**config.mk**
```make
export PLATFORM = sky130hd
export DESIGN_NAME = fp_div_round
export DESIGN_NICKNAME = d
export VERILOG_FILES = /design/src/rtl/fp_round_pkg.sv /design/src/rtl/fp_denorm_shift.sv /design/src/rtl/fp_div_round.sv
export SDC_FILE = /design/constraint.sdc
export NUM_CORES = 1
export LEC_CHECK = 0
export CAP_MARGIN = 20
export CORE_MARGIN = 4
export CORE_UTILIZATION = 40
export DETAILED_ROUTE_END_ITERATION = 7
export PLACE_DENSITY_LB_ADDON = 0.3
export SYNTH_ARGS = -nofsm -noshare
export SYNTH_HDL_FRONTEND = slang
export SYNTH_HIERARCHICAL = 1
export SYNTH_SLANG_ARGS = --single-unit
```
**constraint.sdc**
```tcl
create_clock -name clk -period 3.3 [get_ports clk]
set_input_delay 0.495 -clock clk [delete_from_list [all_inputs] [get_ports clk]]
set_output_delay 0.495 -clock clk [all_outputs]
set_load 0.02 [all_outputs]
```
**src/rtl/fp_round_pkg.sv**
```systemverilog
// Shared definitions for the divider rounding stage: rounding modes,
// exception flag positions, binary64 constants and the round-increment rule.
package fp_round_pkg;

  localparam int BIAS      = 1023;
  localparam int EXP_MAX   = 2047;
  localparam int MAX_SHIFT = 58;

  localparam logic [63:0] QNAN       = 64'h7FF8000000000000;
  localparam logic [63:0] POS_INF    = 64'h7FF0000000000000;
  localparam logic [63:0] MAX_FINITE = 64'h7FEFFFFFFFFFFFFF;

  // Flag vector layout is {NV, DZ, OF, UF, NX}
  localparam int FLAG_NV = 4;
  localparam int FLAG_DZ = 3;
  localparam int FLAG_OF = 2;
  localparam int FLAG_UF = 1;
  localparam int FLAG_NX = 0;

  typedef enum logic [1:0] {
    RND_RNE = 2'b00,
    RND_RTZ = 2'b01,
    RND_RUP = 2'b10,
    RND_RDN = 2'b11
  } rnd_mode_e;

  // Decide whether the kept mantissa must be incremented by one ulp.
  // l is the lsb of the kept fraction, g/r/s are the discarded bits.
  function automatic logic round_inc(input rnd_mode_e mode, input logic sign,
                                     input logic l, input logic g,
                                     input logic r, input logic s);
    logic inc;
    case (mode)
      RND_RNE: inc = g & (r | s | l);
      RND_RTZ: inc = 1'b0;
      RND_RUP: inc = ~sign & (g | r | s);
      default: inc = sign & (g | r | s);
    endcase
    return inc;
  endfunction

endpackage

```
**src/rtl/fp_denorm_shift.sv**
```systemverilog
// Right shift of the 56-bit quotient mantissa; every bit shifted out is
// OR-ed into bit 0 so the sticky information survives denormalisation.
module fp_denorm_shift (
  input  logic [55:0] mant_i,
  input  logic [5:0]  shamt_i,
  output logic [55:0] mant_o
);

  logic [55:0] shifted;
  logic [55:0] lost_mask;
  logic        lost;

  // Shift amounts of 56 and above wrap the mask to all ones, so the whole
  // mantissa collapses into the sticky bit as intended.
  always_comb begin
    shifted   = mant_i >> shamt_i;
    lost_mask = (56'd1 << shamt_i) - 56'd1;
    lost      = |(mant_i & lost_mask);
    mant_o    = shifted | {55'd0, lost};
  end

endmodule

```
**src/rtl/fp_div_round.sv**
```systemverilog
// Post-divide rounding stage for binary64: S1 denormalises tiny quotients,
// S2 rounds, detects overflow/underflow and packs the result. A sticky
// exception-flag register accumulates the flags of every delivered result.
// Optional feature macro: FPDIV_RND_MODES_EN (all four rounding modes);
// without it rounding is always round-to-nearest-even.
module fp_div_round
  import fp_round_pkg::*;
(
  input  logic        clk,
  input  logic        rst_n,
  input  logic        in_valid,
  output logic        in_ready,
  input  logic        in_sign,
  input  logic [12:0] in_exp,
  input  logic [55:0] in_mant,
  input  logic        in_special,
  input  logic [63:0] in_special_val,
  input  logic [4:0]  in_special_flags,
  input  logic [1:0]  rnd_mode,
  output logic        out_valid,
  input  logic        out_ready,
  output logic [63:0] out_result,
  output logic [4:0]  out_flags,
  input  logic        flags_clr,
  output logic [4:0]  sticky_flags
);

  // Handshake: a transfer happens on a rising edge where valid & ready are
  // both high; valid never depends on ready, ready may depend on the
  // downstream ready, and held data stays stable while valid & !ready.

  rnd_mode_e mode_in;
`ifdef FPDIV_RND_MODES_EN
  assign mode_in = rnd_mode_e'(rnd_mode);
`else
  logic unused_rnd_mode;
  assign mode_in         = RND_RNE;
  assign unused_rnd_mode = ^rnd_mode;
`endif

  // Stage 1 registers
  logic        s1_valid_q;
  logic        s1_sign_q,    s1_sign_d;
  logic [11:0] s1_exp_q,     s1_exp_d;
  logic [55:0] s1_mant_q,    s1_mant_d;
  logic        s1_tiny_q,    s1_tiny_d;
  logic        s1_special_q;
  logic [63:0] s1_sval_q;
  logic [4:0]  s1_sflags_q;
  rnd_mode_e   s1_mode_q;

  // Stage 2 (output) registers
  logic        s2_valid_q;
  logic [63:0] result_q, result_d;
  logic [4:0]  flags_q,  flags_d;
  logic [4:0]  sticky_q, sticky_d;

  logic        s2_en;
  logic        accept;
  logic        exp_le0;
  logic [13:0] sh_wide;
  logic [5:0]  shamt;
  logic [55:0] mant_shifted;

  assign s2_en    = ~s2_valid_q | out_ready;
  assign in_ready = ~s1_valid_q | s2_en;
  assign accept   = in_valid & in_ready;

  assign out_valid    = s2_valid_q;
  assign out_result   = result_q;
  assign out_flags    = flags_q;
  assign sticky_flags = sticky_q;

  // Shift distance for a non-positive exponent, saturated at MAX_SHIFT
  always_comb begin
    exp_le0 = in_exp[12] | (in_exp == 13'd0);
    sh_wide = 14'd1 - {in_exp[12], in_exp};
    shamt   = (sh_wide > 14'(MAX_SHIFT)) ? 6'(MAX_SHIFT) : sh_wide[5:0];
  end

  fp_denorm_shift u_denorm (
    .mant_i  (in_mant),
    .shamt_i (shamt),
    .mant_o  (mant_shifted)
  );

  // S1 next state: subnormal results get exponent 0 and the tiny marker
  always_comb begin
    s1_sign_d = in_sign;
    s1_tiny_d = exp_le0;
    s1_exp_d  = exp_le0 ? 12'd0 : in_exp[11:0];
    s1_mant_d = exp_le0 ? mant_shifted : in_mant;
  end

  // S1 register: loads whenever the stage is free or draining into S2
  always_ff @(posedge clk or negedge rst_n) begin
    if (!rst_n) begin
      s1_valid_q   <= 1'b0;
      s1_sign_q    <= 1'b0;
      s1_exp_q     <= '0;
      s1_mant_q    <= '0;
      s1_tiny_q    <= 1'b0;
      s1_special_q <= 1'b0;
      s1_sval_q    <= '0;
      s1_sflags_q  <= '0;
      s1_mode_q    <= RND_RNE;
    end else if (in_ready) begin
      s1_valid_q <= in_valid;
      if (accept) begin
        s1_sign_q    <= s1_sign_d;
        s1_exp_q     <= s1_exp_d;
        s1_mant_q    <= s1_mant_d;
        s1_tiny_q    <= s1_tiny_d;
        s1_special_q <= in_special;
        s1_sval_q    <= in_special_val;
        s1_sflags_q  <= in_special_flags;
        s1_mode_q    <= mode_in;
      end
    end
  end

  logic        g_bit, r_bit, s_bit, l_bit;
  logic        inc;
  logic        nx;
  logic [53:0] sum;
  logic [12:0] exp_post;
  logic        ovf;
  logic        ovf_inf;

  // S2 rounding, overflow detection and packing
  always_comb begin
    l_bit = s1_mant_q[3];
    g_bit = s1_mant_q[2];
    r_bit = s1_mant_q[1];
    s_bit = s1_mant_q[0];
    nx    = g_bit | r_bit | s_bit;
    inc   = round_inc(s1_mode_q, s1_sign_q, l_bit, g_bit, r_bit, s_bit);
    sum   = {1'b0, s1_mant_q[55:3]} + {53'd0, inc};
    // A subnormal has no integer bit; rounding into it makes exponent 1.
    // A normal that carries out of the integer bit bumps the exponent,
    // and the fraction bits are all zero in that case.
    if (s1_tiny_q) exp_post = {12'd0, sum[52]};
    else           exp_post = {1'b0, s1_exp_q} + {12'd0, sum[53]};
    ovf     = exp_post >= 13'(EXP_MAX);
    ovf_inf = (s1_mode_q == RND_RNE) |
              ((s1_mode_q == RND_RUP) & ~s1_sign_q) |
              ((s1_mode_q == RND_RDN) &  s1_sign_q);

    result_d = '0;
    flags_d  = '0;
    if (s1_special_q) begin
      result_d = s1_sval_q;
      flags_d  = s1_sflags_q;
    end else if (ovf) begin
      result_d = ovf_inf ? {s1_sign_q, POS_INF[62:0]} : {s1_sign_q, MAX_FINITE[62:0]};
      flags_d[FLAG_OF] = 1'b1;
      flags_d[FLAG_NX] = 1'b1;
    end else begin
      result_d = {s1_sign_q, exp_post[10:0], sum[51:0]};
      flags_d[FLAG_UF] = s1_tiny_q & nx;
      flags_d[FLAG_NX] = nx;
    end
  end

  // S2 register: holds while the consumer stalls
  always_ff @(posedge clk or negedge rst_n) begin
    if (!rst_n) begin
      s2_valid_q <= 1'b0;
      result_q   <= '0;
      flags_q    <= '0;
    end else if (s2_en) begin
      s2_valid_q <= s1_valid_q;
      if (s1_valid_q) begin
        result_q <= result_d;
        flags_q  <= flags_d;
      end
    end
  end

  // Sticky flags: a clear in the same cycle as a transfer keeps that transfer
  always_comb begin
    sticky_d = sticky_q;
    if (flags_clr) sticky_d = '0;
    if (s2_valid_q && out_ready) sticky_d = sticky_d | flags_q;
  end

  // Sticky flag register
  always_ff @(posedge clk or negedge rst_n) begin
    if (!rst_n) sticky_q <= '0;
    else        sticky_q <= sticky_d;
  end

endmodule
```
==> flow_metrics.py <==
metrics = {
    "power": {
        "p_sw_mw": 3.01,
        "total_power_mw": 9.13,
        "p_int_mw": 6.12,
        "power_density_mw_per_mm2": 383,
        "p_comb_share_pct": 32.3,
        "clockPowerShare_pct": 30.7,
        "switching_share_pct": 32.9,
        "ir_drop_mv": 0.373,
        "p_leak_nw": 10.3,
        "seq_power_share_pct": 37.0,
    },
    "worst_setup_path": {
        "worstSetupStartpointType": "primary input",
        "path_delay_family": "simple AND/OR/NAND/NOR gates",
        "cp.required_ps": 3690,
        "rr_worst_depth": 17,
        "cp_num_cells": 19,
        "crit_fanout": 10,
        "endpoint_kind": "flip-flop",
        "cp.buffers_inverters": 5,
        "critical_path_class": "primary input to flip-flop",
        "slowest_stage": "mux4_2",
        "max_stage_delay_ps": 550,
        "cp_common_cell": "buf_12",
        "path_cells": "buf_6 > or4_4 > nor3_4 > a31oi_4 > a221oi_4 > buf_12 > nor2b_4 > buf_12 > buf_12 > buf_8 > mux4_2 > mux2_4 > nor2_1 > a21oi_1 > nand2_1 > o21ai_0 > o2bb2ai_1 > mux2i_1 > o21ai_0",
        "arrival_ps": 4160,
    },
    "placement": {
        "port_buffers": 220,
        "place_hpwl_mm": 49.2,
        "gp_congestion": 0.997,
        "place_area_mm2": 0.0210,
    },
    "final_layout": {
        "n_antenna_cell": 0,
        "area_delta_synth_final_pct": 50.6,
        "final_area_mm2": 0.0239,
        "final_cell_mix": "434 x nand2_1, 351 x buf_4, 215 x dfrtp_1",
        "nets": 2575,
        "final_common_cell": "nand2_1",
        "drive_gt1_share_pct": 31.0,
    },
    "grt": {
        "track_usage_pct": 31.0,
        "grt_pass1_wl_mm": 103,
        "grt_pass1_vias": 16988,
        "antenna_found_initial": 2,
        "grt_start_max_net_pins": 91,
        "grt.overflow.total": 0,
    },
    "logic_synthesis": {
        "synth_seq_cells": 216,
        "ys_types": 78,
        "postSynthCellCount": 1920,
        "synth-edff-count": 0,
        "synth_area_per_cell_um2": 8.25,
        "synth_top_cell_area_share_pct": 34.1,
        "yosysSeqAreaShare_pct": 34.1,
        "yosysWarnings": 6,
        "synth.area.top_cells": "dfrtp_1 34%, nand2_1 11%, mux4_2 8.2%",
        "syn-num-nets": 2073,
        "synth_top_cell_by_area": "dfrtp_1",
        "yosys_most_used_dff": "dfrtp_1",
        "syn-cell-area_mm2": 0.0158,
        "synthArstFlopShare_pct": 100,
    },
    "drt": {
        "num_vias": 17563,
        "antenna_left": 0,
        "via_per_inst": 5.94,
        "wire_per_inst_um": 23.4,
        "finalWirelength_mm": 69.1,
        "drt_iter0_markers": 1944,
        "remaining_drc_errors": 0,
        "firstDrtPassIters": 5,
    },
    "floorplanning": {
        "core-area_mm2": 0.0389,
        "rows": 72,
        "die_w_um": 207,
        "boundaryPins": 223,
        "fp.dieArea_mm2": 0.0428,
        "die_y_um": 207,
        "start_util_pct": 40.7,
    },
    "sta": {
        "slew_headroom_pct": 36.7,
        "setup_ws_ps": -475,
        "timing.final.hold_violations": 3,
        "fin_hold_ws_ps": -7.68,
        "drv_slew": 0,
        "period_minus_slack_ps": 3770,
        "setup_violations": 113,
        "max_freq_mhz": 265,
        "timing.final.crit_share_pct": 114,
        "worst_pin_slew_ps": 948,
        "rsz0062_at_grt": "yes",
        "skew_ps": 18.2,
    },
    "status": {
        "status": "complete, but fails checks",
        "violations": "hold timing, setup timing",
    },
    "flow_run": {
        "maxCapViolations": 0,
    },
    "min_path": {
        "hold_class": "primary input to asynchronous set/reset pin",
    },
    "cts": {
        "cts_inserted_buffers": 24,
        "cts_buffer_depth": 3,
        "root_buffer": "clkbuf_16",
        "clkSlewWorstSetupHoldPaths_ps": 60,
        "h-tree-depth": 1,
        "clock_sinks": 216,
        "tritoncts": "built",
        "clk_latency_ps": 530,
    },
}
state kept, by name, indices dropped and copies added, names as in the netlist:
signal        count
out_valid         1
s1_valid_q        1
s1_sign_q         1
s1_sflags_q       5
s1_sval_q        64
sticky_flags      5
out_flags         5
s1_mant_q        56
s1_special_q      1
s1_exp_q         12
out_result       64
s1_tiny_q         1
power by group through the flow:
stage | clock network (mW) | logic, mW | registers (mW)
finish | 2.80 | 2.95 | 3.38
CTS | 2.84 | 2.82 | 3.35
detailed placement | 0 | 2.53 | 3.40
floorplan | 0 | 0.919 | 3.61
global route | 2.93 | 3.14 | 3.42
global placement | 0 | 2.50 | 3.38
routing by layer:
metal	vias to the layer above	part of all wire [%]	GRT usage, %
met3	174	8.4	3.53
met4	2	4.7	12.4
met5	-	0.017	0
met2	982	46	49.8
met1	8544	41	43.1
li1	7861	-	-
cell type report:
cell class                      instances  area, um^2
Clock buffer                           34         719
Clock inverter                          9         106
Fill cell                            3399       15100
Inverter                               40         155
Multi-Input combinational cell       1510       10900
Sequential cell                       216        5410
Tap cell                              518         648
Timing Repair Buffer                  630        5900
synthesized netlist by cell type, types with 12 or more instances:
library cell	number
a21oi_1	102
a31oi_1	20
and2_1	22
and3_1	32
buf_1	14
buf_2	35
clkbuf_1	86
dfrtp_1	216
inv_1	37
mux2_2	13
mux2i_1	99
mux4_2	58
nand2_1	449
nand2b_1	12
nand3_1	52
nand4_1	29
nor2_1	138
nor3_1	30
nor4_1	14
o21ai_0	150
o22ai_1	43
o31ai_1	14
or2_2	12
xnor2_1	45
xor2_1	22
worst paths after layout:
| kind | slack (ps) | to | start |
|---|---|---|---|
| worst min-delay path | -8 | s1_sval_q[59] | rst_n |
| min in group clk | 340 | s1_exp_q[10] | in_exp[10] |
| max in group asynchronous | 2400 | out_result[20] | rst_n |
| worst max register to register | -420 | out_result[29] | s1_mant_q[21] |
| worst min register to register | 470 | s1_sval_q[62] | s1_sval_q[62] |
| worst max-delay path | -470 | s1_mant_q[10] | in_exp[11] |
cells by family (layout without fill, tap and decap cells):
kind of cell / after synthesis / in the layout / synth area share (%)
simple gates: 837 / 837 / 24.0
compound gates: 430 / 430 / 16.7
flops: 216 / 216 / 34.1
buf+inv: 194 / 713 / 5.55
mux: 170 / 170 / 15.4
xor+xnor: 67 / 67 / 3.71
fa+ha+maj: 6 / 6 / 0.474
stage by stage:
stage / instances / TNS, ps / setup WS (ps) / util [%]
floorplan: 1920 / -16790 / -822 / -
global placement: 2861 / -97220 / -1450 / 53.9
detailed placement: 2861 / -98960 / -1450 / 53.9
CTS: 2947 / -27540 / -412 / 59.7
global route: 2957 / -52870 / -668 / 61.3
finish: 2957 / -34560 / -475 / 61.3
repair_timing:
item | CTS | global route
pin swaps | 61 | 51
setup endpoints to repair | 118 | 116
setup buffers | 33 | 20
gates cloned | 12 | 0
hold buffers | 0 | 0
gates resized for setup | 255 | 125
(Power assumes the default switching activity.)
